==> src/rtl/rv32i_fetch.sv <==
// rv32i_fetch
// Instruction fetch stage of a multicycle RV32I core. Owns the program
// counter, issues a single instruction-memory read at a time and holds the
// returned word for decode until decode accepts it. PC redirects from branch
// resolution are honoured at any time; a response that belongs to a request
// made before the redirect is discarded.
//
// Ports
//   i_clk, i_rst                 clock, synchronous active-high reset
//   o_imem_req_valid/o_imem_addr read request (valid/ready with i_imem_req_ready)
//   i_imem_rsp_valid/_data/_error read response (valid only, no backpressure)
//   o_fetch_valid/_instruction/_pc/_fault  held entry for decode
//   i_decode_ready               decode consumes the held entry
//   i_redirect_valid/_pc         redirect target from branch resolution
//   o_fetch_count                completed decode handshakes (wraps)
//
// state | meaning
// ------+----------------------------------------------------------------
// REQ   | presenting a read at pc (or detecting a misaligned pc)
// WAIT  | request accepted, waiting for its response
// DROP  | request accepted but redirected; swallow its response
// HOLD  | entry presented to decode until handshake or redirect
module rv32i_fetch #(
    parameter int                           INSTRUCTION_WIDTH = 32,
    parameter int                           WORD_SIZE         = 32,
    parameter logic [WORD_SIZE-1:0]         RESET_PC          = 32'h0000_0000,
    parameter logic [INSTRUCTION_WIDTH-1:0] NOP_INSTR         = 32'h0000_0013
) (
    input  logic                         i_clk,
    input  logic                         i_rst,
    output logic                         o_imem_req_valid,
    input  logic                         i_imem_req_ready,
    output logic [WORD_SIZE-1:0]         o_imem_addr,
    input  logic                         i_imem_rsp_valid,
    input  logic [INSTRUCTION_WIDTH-1:0] i_imem_rsp_data,
    input  logic                         i_imem_rsp_error,
    output logic                         o_fetch_valid,
    input  logic                         i_decode_ready,
    output logic [INSTRUCTION_WIDTH-1:0] o_fetch_instruction,
    output logic [WORD_SIZE-1:0]         o_fetch_pc,
    output logic                         o_fetch_fault,
    input  logic                         i_redirect_valid,
    input  logic [WORD_SIZE-1:0]         i_redirect_pc,
    output logic [31:0]                  o_fetch_count
);

    typedef enum logic [1:0] {
        S_REQ  = 2'd0,
        S_WAIT = 2'd1,
        S_DROP = 2'd2,
        S_HOLD = 2'd3
    } state_t;

    state_t                         state, state_nxt;
    logic [WORD_SIZE-1:0]           pc, pc_nxt;
    logic [INSTRUCTION_WIDTH-1:0]   instr, instr_nxt;
    logic [WORD_SIZE-1:0]           fetch_pc, fetch_pc_nxt;
    logic                           fault, fault_nxt;
    logic [31:0]                    count, count_nxt;
    logic                           misaligned;

    assign misaligned = (pc[1:0] != 2'b00);

    always_ff @(posedge i_clk) begin
        if (i_rst) begin
            state    <= S_REQ;
            pc       <= RESET_PC;
            instr    <= '0;
            fetch_pc <= '0;
            fault    <= 1'b0;
            count    <= '0;
        end else begin
            state    <= state_nxt;
            pc       <= pc_nxt;
            instr    <= instr_nxt;
            fetch_pc <= fetch_pc_nxt;
            fault    <= fault_nxt;
            count    <= count_nxt;
        end
    end

    always_comb begin
        state_nxt    = state;
        pc_nxt       = pc;
        instr_nxt    = instr;
        fetch_pc_nxt = fetch_pc;
        fault_nxt    = fault;
        count_nxt    = count;

        case (state)
            S_REQ: begin
                if (misaligned) begin
                    // A misaligned pc never reaches the bus; it becomes a
                    // fault entry that decode must still consume.
                    state_nxt    = S_HOLD;
                    instr_nxt    = NOP_INSTR;
                    fetch_pc_nxt = pc;
                    fault_nxt    = 1'b1;
                end else begin
                    if (i_imem_req_ready) begin
                        state_nxt = i_redirect_valid ? S_DROP : S_WAIT;
                    end
                    if (i_redirect_valid) begin
                        pc_nxt = i_redirect_pc;
                    end
                end
            end
            S_WAIT: begin
                if (i_redirect_valid) begin
                    pc_nxt    = i_redirect_pc;
                    // Response in the same cycle is simply dropped; otherwise
                    // it is still outstanding and must be swallowed in DROP.
                    state_nxt = i_imem_rsp_valid ? S_REQ : S_DROP;
                end else if (i_imem_rsp_valid) begin
                    state_nxt    = S_HOLD;
                    instr_nxt    = i_imem_rsp_error ? NOP_INSTR : i_imem_rsp_data;
                    fetch_pc_nxt = pc;
                    fault_nxt    = i_imem_rsp_error;
                end
            end
            S_DROP: begin
                if (i_redirect_valid) begin
                    pc_nxt = i_redirect_pc;
                end
                if (i_imem_rsp_valid) begin
                    state_nxt = S_REQ;
                end
            end
            S_HOLD: begin
                if (i_decode_ready) begin
                    count_nxt = count + 32'd1;
                    pc_nxt    = pc + WORD_SIZE'(4);
                    state_nxt = S_REQ;
                end
                if (i_redirect_valid) begin
                    pc_nxt    = i_redirect_pc;
                    state_nxt = S_REQ;
                end
            end
            default: state_nxt = S_REQ;
        endcase
    end

    assign o_imem_req_valid    = (state == S_REQ) && !misaligned;
    assign o_imem_addr         = pc;
    assign o_fetch_valid       = (state == S_HOLD);
    assign o_fetch_instruction = instr;
    assign o_fetch_pc          = fetch_pc;
    assign o_fetch_fault       = fault;
    assign o_fetch_count       = count;

endmodule

==> config.mk <==
export PLATFORM = sky130hd
export DESIGN_NAME = rv32i_fetch
export DESIGN_NICKNAME = d
export VERILOG_FILES = /design/src/rtl/rv32i_fetch.sv
export SDC_FILE = /design/constraint.sdc
export NUM_CORES = 1
export LEC_CHECK = 0
export BUFFER_PORTS_ARGS = -buffer_cell sky130_fd_sc_hd__buf_2
export CAP_MARGIN = 10
export CORE_ASPECT_RATIO = 1.25
export CORE_UTILIZATION = 54
export DETAILED_ROUTE_END_ITERATION = 16
export PLACE_DENSITY = 0.94
export SYNTH_ARGS = -nofsm -noshare
export SYNTH_HDL_FRONTEND = slang
export SYNTH_SLANG_ARGS = --single-unit
==> constraint.sdc <==
create_clock -name i_clk -period 5 [get_ports i_clk]
set_input_delay 0.25 -clock i_clk [delete_from_list [all_inputs] [get_ports i_clk]]
set_output_delay 0.25 -clock i_clk [all_outputs]
set_load 0.01 [all_outputs]
======== Word-level counts from Yosys, hierarchy flattened ========
Cells that the tools add are included.
storage, ports and cells
  register bits after elaboration ......... 131
  input bits .............................. 71
  output and inout bits ................... 131
cells by class
  add/subtract/negate cells ............... 2
  equality and inequality tests ........... 11
  multiplexer cells ....................... 28
  reductions and logical operators ........ 10
operator list
  cell                   count
  $mux 32                11
  $pmux 32 s2            2
  $pmux 32 s3            1
  $add 32x1->32 const B  1
  $add 32x3->32 const B  1
  $mux 2                 9
  $ne 2x2->1 const B     5
  $pmux 2 s4             1
  $reduce_and 4->1       2
  $ne 3x3->1 const B     2
  $eq 2x2->1 const B     2
  $reduce_and 2->1       2
  $reduce_bool 2->1      2
  $mux 1                 3
  $ne 3x1->1 const B     1
  $eq 2x1->1 const B     1
  $logic_not 2->1        1
  $pmux 1 s2             1
  $reduce_or 2->1        1
  $logic_and 1x1->1      1
  $logic_not 1->1        1

======== Depth between registers and ports, before layout ========
Gate-level depths: netlist of the first run.
  depth after elaboration ................. 4
  gate-level depth with buffers ........... 8
  depth with buffers taken out ............ 6

======== Worst setup path after synthesis of the first run ========
OpenSTA, ideal clock, no wires.
  kind .................................... reg2reg
  from .................................... register pc[10] (netlist: o_imem_addr[10])
  to ...................................... register pc[27] (netlist: o_imem_addr[27])
  arrival ................................. 1.772 ns
  data required time ...................... 4.923 ns
  setup slack ............................. 3.152 ns
  cell stages (with the launch flop) ...... 7
  buffers on the path ..................... 1
  clock period less this slack ............ 1.848 ns
  cells stage by stage .................... dfxtp_1 > buf_2 > nand3_4 > nor4_4 > nand4_1 > or4_1 > a41oi_2
on the way
  cells in the longest elaborated chain, start to end .. 4
ends and longest elaborated chain
  element                   line  text
  start: declaration        55    logic [WORD_SIZE-1:0] pc, pc_nxt;
  start signal: assignment  74    pc <= pc_nxt;
  $add 32x3->32             132   pc_nxt = pc + WORD_SIZE'(4);
  $mux 32                   130   if (i_decode_ready) begin
  $mux 32                   135   if (i_redirect_valid) begin
  $pmux 32 s3               90    case (state)
No other way between the ends. The select of a mux whose other input is x is not followed.
A chain may end at the register's enable or synchronous reset.

======== Worst setup path after layout of the first run ========
  from .................................... register state[0]
  to ...................................... register instr[19] (netlist: o_fetch_instruction[19])
on the way
  cells in the longest elaborated chain, start to end .. 3
  elaborated cells between the ends (all ways) .. 8
ends and longest elaborated chain
  element                                                                  line  text
  start: declaration                                                       54    state_t state, state_nxt;
  start signal: assignment                                                 73    state <= state_nxt;
  $eq 2x1->1 / $logic_not 2->1 (equally long branches)                     90
  $ne 2x2->1 (no source line) / $reduce_bool 2->1 (equally long branches)  n/a
  $reduce_and 4->1 (no source line)                                        n/a
  end signal: assignment                                                   75    instr <= instr_nxt;
  end: declaration                                                         56    logic [INSTRUCTION_WIDTH-1:0] instr, instr_nxt;
Parallel ways exist; a longest one is shown, timed or not.

==> impl_metrics.toml, run 1 <==
[run_status]
outcome = "completed"

[logic_synthesis]
async_flop_share_pct = 0
syn-num-nets = 795
synth_fa_ha_area_share_pct = 0.430
synth_flop_cell = "dfxtp_1"
synth_seq_area_share_pct = 45.1
synth_top_family_by_area = "simple AND/OR/NAND/NOR gates"
synthMuxAreaShare_pct = 0.516
synth_seq_cells = 131
synth_edf_count = 0
synth_cell_type_count = 57
synth-xor-area-share_pct = 4.67
synth-compound-area-share_pct = 17.7
netlist_instances = 722
synth.cell_area_um2 = 5820
synthSimpleGateAreaFrac_pct = 27.6
synth_warnings = 0
syn_area_per_cell_um2 = 8.06

[drt]
drtIter0Drc = 366
first_pass_iters = 5
drt-total-wl_um = 16300
drt-wirelength-per-cell_um = 15.7
ant_nets = 0
drc_errors = 0
via_count = 6103
vias_per_cell = 5.89

[cts]
post_cts_buffers = 0
insertion_delay_ps = 410
htree_levels = 4
clk_pin_slew_ps = 60
post_cts_resized = 0
cts_tree = "built"
cts_buffers = 17
clk_path_buf_depth = 2
cts_hold_buf = 0
cts_root_buf = "clkbuf_16"
cts_sinks = 131

[floorplan]
start_util_pct = 55.1
die_w_um = 94.9
rows = 42
die_y_um = 118
die_area_um2 = 11200
fp.coreArea_um2 = 10600
ioPinCount = 202

[global_routing]
grt_pass1_wl_um = 26000
grt_max_degree = 87
grtUsageTotal_pct = 29.1
grt_pass1_vias = 5600
grt_remaining_overflow = 0
antenna_found_initial = 0

[sta]
period_share_pct = 56.2
min_period_ps = 2810
fmax_mhz = 356
max_slew_margin_pct = 22.2
skew_ps = 5.50
max_slew.worst_pin.slew_ps = 1170
setup-violations-final = 0
hold_slack_ps = 76.2
drv_slew = 0
final-hold-violation-count = 0
rsz0062_at_grt = "no"
setup_tns_ps = 0

[worst_setup_path]
rr_endpoint = "o_fetch_instruction[19]"
crit_fanout = 38
regToRegStartpoint = "state[0]"
cp-startpoint = "state[0]"
path_class = "reg -> reg"
crit_arrival_ps = 3150
crit_end = "o_fetch_instruction[19]"
rr_worst_depth = 6
worstSetupStartpointType = "flip-flop"
worst-endpoint-required_ps = 5340
r2r_slack_ps = 2190
end_kind = "flip-flop"

[cells_and_area]
final_util_pct = 70.5
area_growth_pct = 27.9
nFillCells = 862
layout.nets = 965
stdcell_count = 1037
drive_above_1_share_pct = 27.5
antennaDiodeCount = 0

[power]
p_comb_share_pct = 13.6
cellPowerDensity_nw_per_um2 = 389
power.internal_w = 0.00210
swShare_pct = 27.5
ir_worst_vdd_uv = 221
p_leak_nw = 3.24
sequentialPowerShare_pct = 41.3
finalPower_w = 0.00289
p_switching_w = 0.000795
power.share.clock_pct = 45.0

[job]
maxCapViolCount = 0

[placement]
place_hpwl_um = 10600
dp.cells = 1005
place.gp.congestion = 0.854
io_buffers = 201

[hold_path]
hold_class = "in -> reg"
[stage by stage]
step,cell area (um^2),setup WS [ps]
after floorplan,5820,3150
after global placement,6820,2280
after detailed placement,6820,2210
after CTS,7440,2210
after global routing,7440,1940
final,7440,2190
[layout by cell type (no fill, tap or decap), drive strengths merged, types with 3 or more instances in the layout]
master,n
clkbuf,18
and2,3
clkinv,8
nand4,24
a21o,4
xnor2,8
a311oi,4
bufinv,4
a32o,3
nand3,32
a22oi,33
xor2,23
or3,3
and4,8
nor2,109
dfxtp,131
o21ai,20
nor4,17
a21oi,59
mux2i,3
nand2,107
a31oi,8
and3,12
buf,205
a211oi,7
nor3,15
inv,4
a41oi,4
[worst max-delay path, stage by stage (launching register included)]
cell and delay, ps:
dfxtp_1 440, o21bai_1 380, a21oi_4 180, buf_4 390
and3_1 1020, a22oi_1 170, nor2_1 150
[cell families after synthesis]
group | count (synthesis)
AOI/OAI and AO/OA | 158
xor gates and xnor gates | 31
adders and majority gates | 2
buffers and inverters | 58
DFF | 131
muxes | 3
and+or+nand+nor | 339
[power by group through the flow]
stage | Sequential, W | Clock, W | Combinational, W
2_1_floorplan | 0.00121 | 0 | 0.000238
3_3_place_gp | 0.00121 | 0 | 0.000383
3_5_place_dp | 0.00121 | 0 | 0.000389
4_1_cts | 0.00119 | 0.00132 | 0.000393
5_1_grt | 0.00121 | 0.00138 | 0.000432
6_report | 0.00120 | 0.00130 | 0.000395
[layout make-up]
cell class / instances / area [um^2] / area share, %
repair buffers: 205 / 1040 / 14.0
inverters: 4 / 15.0 / 0.202
well taps: 132 / 165 / 2.22
multi-input cells: 533 / 2980 / 40.0
clock inverters: 14 / 186 / 2.50
clock buffers: 18 / 439 / 5.90
flip-flops and latches: 131 / 2620 / 35.2
[synth_stat cells (2+ instances only)]
cell,instances,area share (%)
nand4_1,23,2.5
buf_2,10,0.86
nor4_4,2,0.73
o21ai_0,19,1.6
o21bai_1,2,0.26
a32o_1,3,0.52
xor2_1,23,3.5
and4_1,8,1.2
ha_1,2,0.43
and3_1,12,1.3
a221oi_1,2,0.30
inv_1,4,0.26
and2_1,3,0.32
mux2i_1,3,0.52
nor2_1,108,7.0
nor3_1,15,1.3
clkbuf_1,41,2.6
clkbuf_2,2,0.17
a21oi_1,59,5.1
dfxtp_1,131,45
a311oi_1,4,0.60
a211oi_1,6,0.77
a31oi_1,8,0.86
xnor2_1,8,1.2
a2bb2oi_1,2,0.30
o22ai_1,2,0.21
nand3b_1,2,0.26
nand3_1,31,2.7
or3_1,3,0.32
nor4_1,14,1.5
nand2_1,107,6.9
a22oi_1,33,4.3
a21o_1,4,0.52
a41oi_1,3,0.45
[registers in the layout (all words and copies together), names as in the netlist]
signal,count
o_fetch_count,32
o_imem_addr,32
o_fetch_fault,1
o_fetch_pc,32
state,2
o_fetch_instruction,32
[how the worst min path moves through the flow]
stage,startpoint,to,slack [ps],cells after the start
4_1_cts,i_imem_rsp_data[31],o_fetch_instruction[31],70,3
3_5_place_dp,o_fetch_pc[9],o_fetch_pc[9],440,2
2_1_floorplan,i_redirect_pc[0],o_imem_addr[0],390,2
3_3_place_gp,o_fetch_pc[6],o_fetch_pc[6],440,2
6_report,i_imem_rsp_data[23],o_fetch_instruction[23],80,3
5_1_grt,i_imem_rsp_data[12],o_fetch_instruction[12],80,3
[routing by layer]
metal,GRT usage [%],routed length (um),vias up
li1,-,-,2912
met1,34.4,6360,2859
met5,0,0,-
met4,15.9,639,0
met2,47.3,7940,279
met3,7.69,1350,53
(Power assumes the default switching activity.)
==> inputs of run 2 (changes only) <==
ABC_AREA = 1   (was unset)
CORE_UTILIZATION = 47   (was 54)
PLACE_DENSITY = 0.86   (was 0.94)
clock period = 2.57 ns   (was 5 ns; I/O delays follow)
==> impl_metrics.toml, run 2 <==
[global_routing]
antenna_found_initial = 0
grt_max_degree = 74
grt_pass1_wl_um = 32400
grtUsageTotal_pct = 28.5
grt_pass1_vias = 7002
grt_remaining_overflow = 0

[cts]
clk_pin_slew_ps = 60
cts_root_buf = "clkbuf_16"
cts_sinks = 131
insertion_delay_ps = 410
post_cts_buffers = 0
cts_buffers = 17
cts_tree = "built"
clk_path_buf_depth = 2
htree_levels = 4

[placement]
place.gp.congestion = 0.967
placed_cell_area_um2 = 7550
io_buffers = 201
place_hpwl_um = 13800

[cells_and_area]
final_util_pct = 64.2
final_area_um2 = 8530
area_growth_pct = 32.5
layout.nets = 1274
drive_above_1_share_pct = 21.8
layout_commonest_cell = "nand2_1"
antennaDiodeCount = 0
final_cell_mix = "265 x nand2_1, 201 x buf_2, 191 x nor2_1, 131 x dfxtp_1, 81 x a21oi_1"

[logic_synthesis]
synth_top_cell_area_share_pct = 40.7
synth-compound-area-share_pct = 17.3
synth_seq_cells = 131
synthSimpleGateAreaFrac_pct = 34.6
synth-xor-area-share_pct = 0
synth_top_family_by_area = "simple AND/OR/NAND/NOR gates"
synth_seq_area_share_pct = 40.7
synth_warnings = 0
syn_area_per_cell_um2 = 6.58
yosysMostFrequentCell = "nand2_1"
synthMuxAreaShare_pct = 0
synth_flop_cell = "dfxtp_1"
synth_edf_count = 0
synth_cell_type_count = 34
netlist_instances = 978
synth_common_cells = "265 x nand2_1, 192 x nor2_1, 131 x dfxtp_1"
synth.cell_area_um2 = 6440
yosysTopAreaCell = "dfxtp_1"
synth_fa_ha_area_share_pct = 0.389
syn-num-nets = 1051
synthTopCellsByArea = "dfxtp_1 41%, nand2_1 15%, nor2_1 11%, a21oi_1 6.3%, o21ai_0 4.8%"
async_flop_share_pct = 0

[worst_setup_path]
path_class = "reg -> reg"
end_kind = "flip-flop"
path_common_cell = "inv_1"
crit_arrival_ps = 2210
crit_fanout = 29
worstSetupStartpointType = "flip-flop"
worst-endpoint-required_ps = 2900
slowest_stage = "dfxtp_1"
cp_slowest_stage_delay_ps = 390
crit_chain = "inv_1, nand2_1, inv_1, a31oi_4, buf_4, a22oi_1, nor2_1"

[drt]
drc_errors = 0
drt-wirelength-per-cell_um = 14.6
drtIter0Drc = 520
first_pass_iters = 6
vias_per_cell = 5.35
ant_nets = 0
drt-total-wl_um = 20200
via_count = 7404

[sta]
final-hold-violation-count = 0
setup-violations-final = 0
rsz0062_at_grt = "no"
drv_slew = 0
setup_tns_ps = 0
max_slew_margin_pct = 45.7
period_share_pct = 73.0
max_slew.worst_pin.slew_ps = 815
min_period_ps = 1880
fmax_mhz = 533
skew_ps = 10.8

[floorplan]
rows = 47
die_y_um = 133
die_area_um2 = 14200
die_w_um = 107
start_util_pct = 48.5
fp.coreArea_um2 = 13300
ioPinCount = 202

[power]
swShare_pct = 34.0
ir_worst_vdd_uv = 506
p_switching_w = 0.00247
p_comb_share_pct = 27.3
sequentialPowerShare_pct = 37.1
power.share.clock_pct = 35.6
p_leak_nw = 3.66
power.internal_w = 0.00480
cellPowerDensity_nw_per_um2 = 852

[job]
maxCapViolCount = 0

[hold_path]
hold_class = "in -> reg"

[run_status]
outcome = "completed"
-- run 2: cell types whose count changed after synthesis, sizes merged, moves of 17 or more --
cell    change
a21oi      +22
clkbuf     -23
inv        +66
nand2     +163
nor2       +91
nor4       -17
o21ai      +43
xor2       -23
-- run 2: path summary, 6_finish.rpt --
check	from	to	slack [ps]	depth (start not counted)
hold reg to reg	o_imem_addr[1]	o_fetch_pc[1]	500	2
hold / removal	i_redirect_pc[0]	o_imem_addr[0]	20	3
setup reg to reg	state[1]	o_fetch_instruction[3]	690	7
setup / recovery	state[1]	o_fetch_instruction[3]	690	7
-- run 2: worst max-delay path, delay by kind of cell, from the launching register on --
kind                   cells  cell delay (ps)
AOI/OAI and AO/OA          2              480
DFF                        1              390
and+or+nand+nor            2              310
buffers and inverters      3              610
-- run 2: timing repair --
action,4_1_cts,5_1_grt
resized for setup,0,0
endpoints found under the hold margin,35,0
hold buffers,35,0
-- run 2: layer usage --
| layer | global-route usage [%] | vias to the layer above | part of all wire (%) |
|---|---|---|---|
| li1 | - | 3631 | - |
| met5 | 0 | - | 0 |
| met1 | 33.0 | 3350 | 40 |
| met3 | 5.62 | 82 | 6.7 |
| met4 | 16.6 | 0 | 5.1 |
| met2 | 48.5 | 341 | 49 |
-- run 2: area by class of cell --
class | instances | area (um^2)
sequential | 131 | 2620
fill | 1224 | 4760
timing repair buffer | 244 | 1430
clock buffer | 20 | 457
clock inverter | 11 | 176
multi-input combinational | 737 | 3370
inverter | 70 | 263
tap | 171 | 214
-- run 2: power by group through the flow --
stage | sequential, W | clock [W] | combinational (W)
6_report | 0.00270 | 0.00259 | 0.00199
2_1_floorplan | 0.00285 | 0 | 0.00107
3_5_place_dp | 0.00272 | 0 | 0.00192
5_1_grt | 0.00274 | 0.00270 | 0.00220
4_1_cts | 0.00269 | 0.00262 | 0.00198
3_3_place_gp | 0.00271 | 0 | 0.00188
-- run 2: logic make-up after synthesis --
family,after synthesis
and+or+nand+nor,541
AOI/OAI and AO/OA,194
DFF,131
buffers and inverters,110
adders and majority gates,2
-- run 2: through the flow --
| step | hold slack, ps | cells | power [W] | worst slack (ps) |
|---|---|---|---|---|
| 6_report | 20.2 | 1384 | 0.00727 | 693 |
| 5_1_grt | 48.0 | 1384 | 0.00764 | 518 |
| 3_5_place_dp | 370 | 1318 | 0.00464 | 758 |
| 2_1_floorplan | 277 | 978 | 0.00393 | 965 |
| 3_3_place_gp | 361 | 1318 | 0.00460 | 763 |
| 4_1_cts | 13.7 | 1384 | 0.00728 | 708 |
==> inputs of run 3 (changes only) <==
ABC_AREA = 0   (was 1)
CORE_UTILIZATION = 45   (was 47)
PLACE_DENSITY = 0.85   (was 0.86)
clock period = 1.7 ns   (was 2.57 ns; I/O delays follow)
==> impl_metrics.toml, run 3 (synthesized netlist as in run 1, its figures left out) <==
[run_status]
outcome = "completed"

[cells_and_area]
regArea_um2 = 2640
final_cell_mix = "201 x buf_2, 118 x dfxtp_1, 106 x nor2_1, 105 x nand2_1, 70 x buf_4"
final_area_um2 = 8740
nFillCells = 1012
area_growth_pct = 50.2
layout.nets = 1084
drive_above_1_share_pct = 35.3
layout_commonest_cell = "buf_2"
final_util_pct = 69.0
multi_input_area_um2 = 3090
antennaDiodeCount = 0

[floorplan]
die_area_um2 = 13400
start_util_pct = 46.0
fp.coreArea_um2 = 12700
rows = 46
die_w_um = 104
ioPinCount = 202
die_y_um = 129

[drt]
vias_per_cell = 5.52
ant_nets = 0
drtIter0Drc = 381
via_count = 6575
drt-wirelength-per-cell_um = 16.0
drc_errors = 0
drt-total-wl_um = 19100
first_pass_iters = 5

[cts]
clk_path_buf_depth = 2
cts_sinks = 131
htree_levels = 4
cts_tree = "built"
insertion_delay_ps = 410
clk_pin_slew_ps = 60
cts_buffers = 17
cts_root_buf = "clkbuf_16"

[sta]
rsz0062_at_grt = "yes"
drv_slew = 0
fmax_mhz = 600
min_period_ps = 1670
period_share_pct = 98.1
max_slew.worst_pin.slew_ps = 675
final-hold-violation-count = 0
max_slew_margin_pct = 55.0
skew_ps = 6.64
setup-violations-final = 0

[worst_setup_path]
path_class = "reg -> reg"
cp_slowest_stage_delay_ps = 440
end_kind = "flip-flop"
crit_chain = "nand3_4, nor4_4, nand4_1, or4_1, a41oi_2"
crit_arrival_ps = 2000
crit_fanout = 8
worstSetupStartpointType = "flip-flop"
worst-endpoint-required_ps = 2040
slowest_stage = "or4_1"

[global_routing]
grt_pass1_wl_um = 29500
antenna_found_initial = 0
grtUsageTotal_pct = 27.3
grt_remaining_overflow = 0
grt_pass1_vias = 6103
grt_max_degree = 58

[placement]
place.gp.congestion = 0.864
io_buffers = 201
placed_cell_area_um2 = 7550
place_hpwl_um = 12600

[power]
ir_worst_vdd_uv = 649
p_leak_nw = 3.87
cellPowerDensity_nw_per_um2 = 1030

[job]
maxCapViolCount = 0

[hold_path]
hold_class = "in -> reg"
[run 3: cell types whose count changed in the layout (fill, tap and decap cells not counted), sizes merged, moves of 8 or more]
cell   change
nand3     -13
nor4      +17
xor2      +23
buf       +74
nand2    -163
and4       +8
nor2      -91
nor3       +9
and3      +11
inv       -64
nand4     +15
xnor2      +8
a21oi     -22
o21ai     -43
[run 3: what timing repair did]
item	in CTS	in global routing
setup buffers	0	3
cloned	0	1
hold buffers	41	0
pin swaps	0	9
setup endpoints to repair	5	75
hold endpoints to repair	41	0
gates resized for setup	2	33
[run 3: final timing paths]
kind	from	end	slack, ps	depth (start not counted)
worst max-delay path	o_imem_addr[11]	o_imem_addr[27]	30	5
worst min register to register	o_fetch_pc[10]	o_fetch_pc[10]	450	2
worst min-delay path	i_redirect_pc[26]	o_imem_addr[26]	20	4
worst max register to register	o_imem_addr[11]	o_imem_addr[27]	30	5
[run 3: final cells by class]
class / count / area share, %
timing repair buffer: 324 / 24.7
multi-input combinational: 533 / 35.4
sequential: 131 / 30.2
clock buffer: 19 / 5.18
inverter: 4 / 0.172
clock inverter: 13 / 1.98
tap: 168 / 2.41
[run 3: per-stage QoR]
| step | cells | setup slack, ps | hold slack, ps | total power [W] | TNS [ps] |
|---|---|---|---|---|---|
| 5_1_grt | 1192 | -46.8 | 30.6 | 0.00937 | -117 |
| 3_5_place_dp | 1115 | -2.69 | 328 | 0.00509 | -2.69 |
| 3_3_place_gp | 1115 | 44.9 | 319 | 0.00505 | 0 |
| 2_1_floorplan | 722 | -8.75 | 221 | 0.00428 | -8.75 |
| 4_1_cts | 1188 | -3.01 | 6.12 | 0.00900 | -3.01 |
| 6_report | 1192 | 32.4 | 18.7 | 0.00903 | 0 |
[run 3: critical path, delay by kind of cell, from the launching register on]
kind             cells  cell delay, ps
AO/OA/AOI/OAI        1             170
flip-flops           1             400
AND/OR/NAND/NOR      4            1030
[run 3: routing by layer]
metal / track usage [%] / vias up / part of all wire [%]
met1: 31.6 / 3076 / 39
li1: - / 3150 / -
met5: 0 / - / 0
met2: 49.1 / 306 / 51
met3: 5.84 / 43 / 7.3
met4: 12.0 / 0 / 2.8
[run 3: where the power goes]
group          leakage, nW  internal [W]  switching [W]  total, W
clock                0.293       0.00241        0.00143   0.00384
sequential            1.07       0.00327       0.000162   0.00343
combinational         2.51      0.000796       0.000968   0.00176
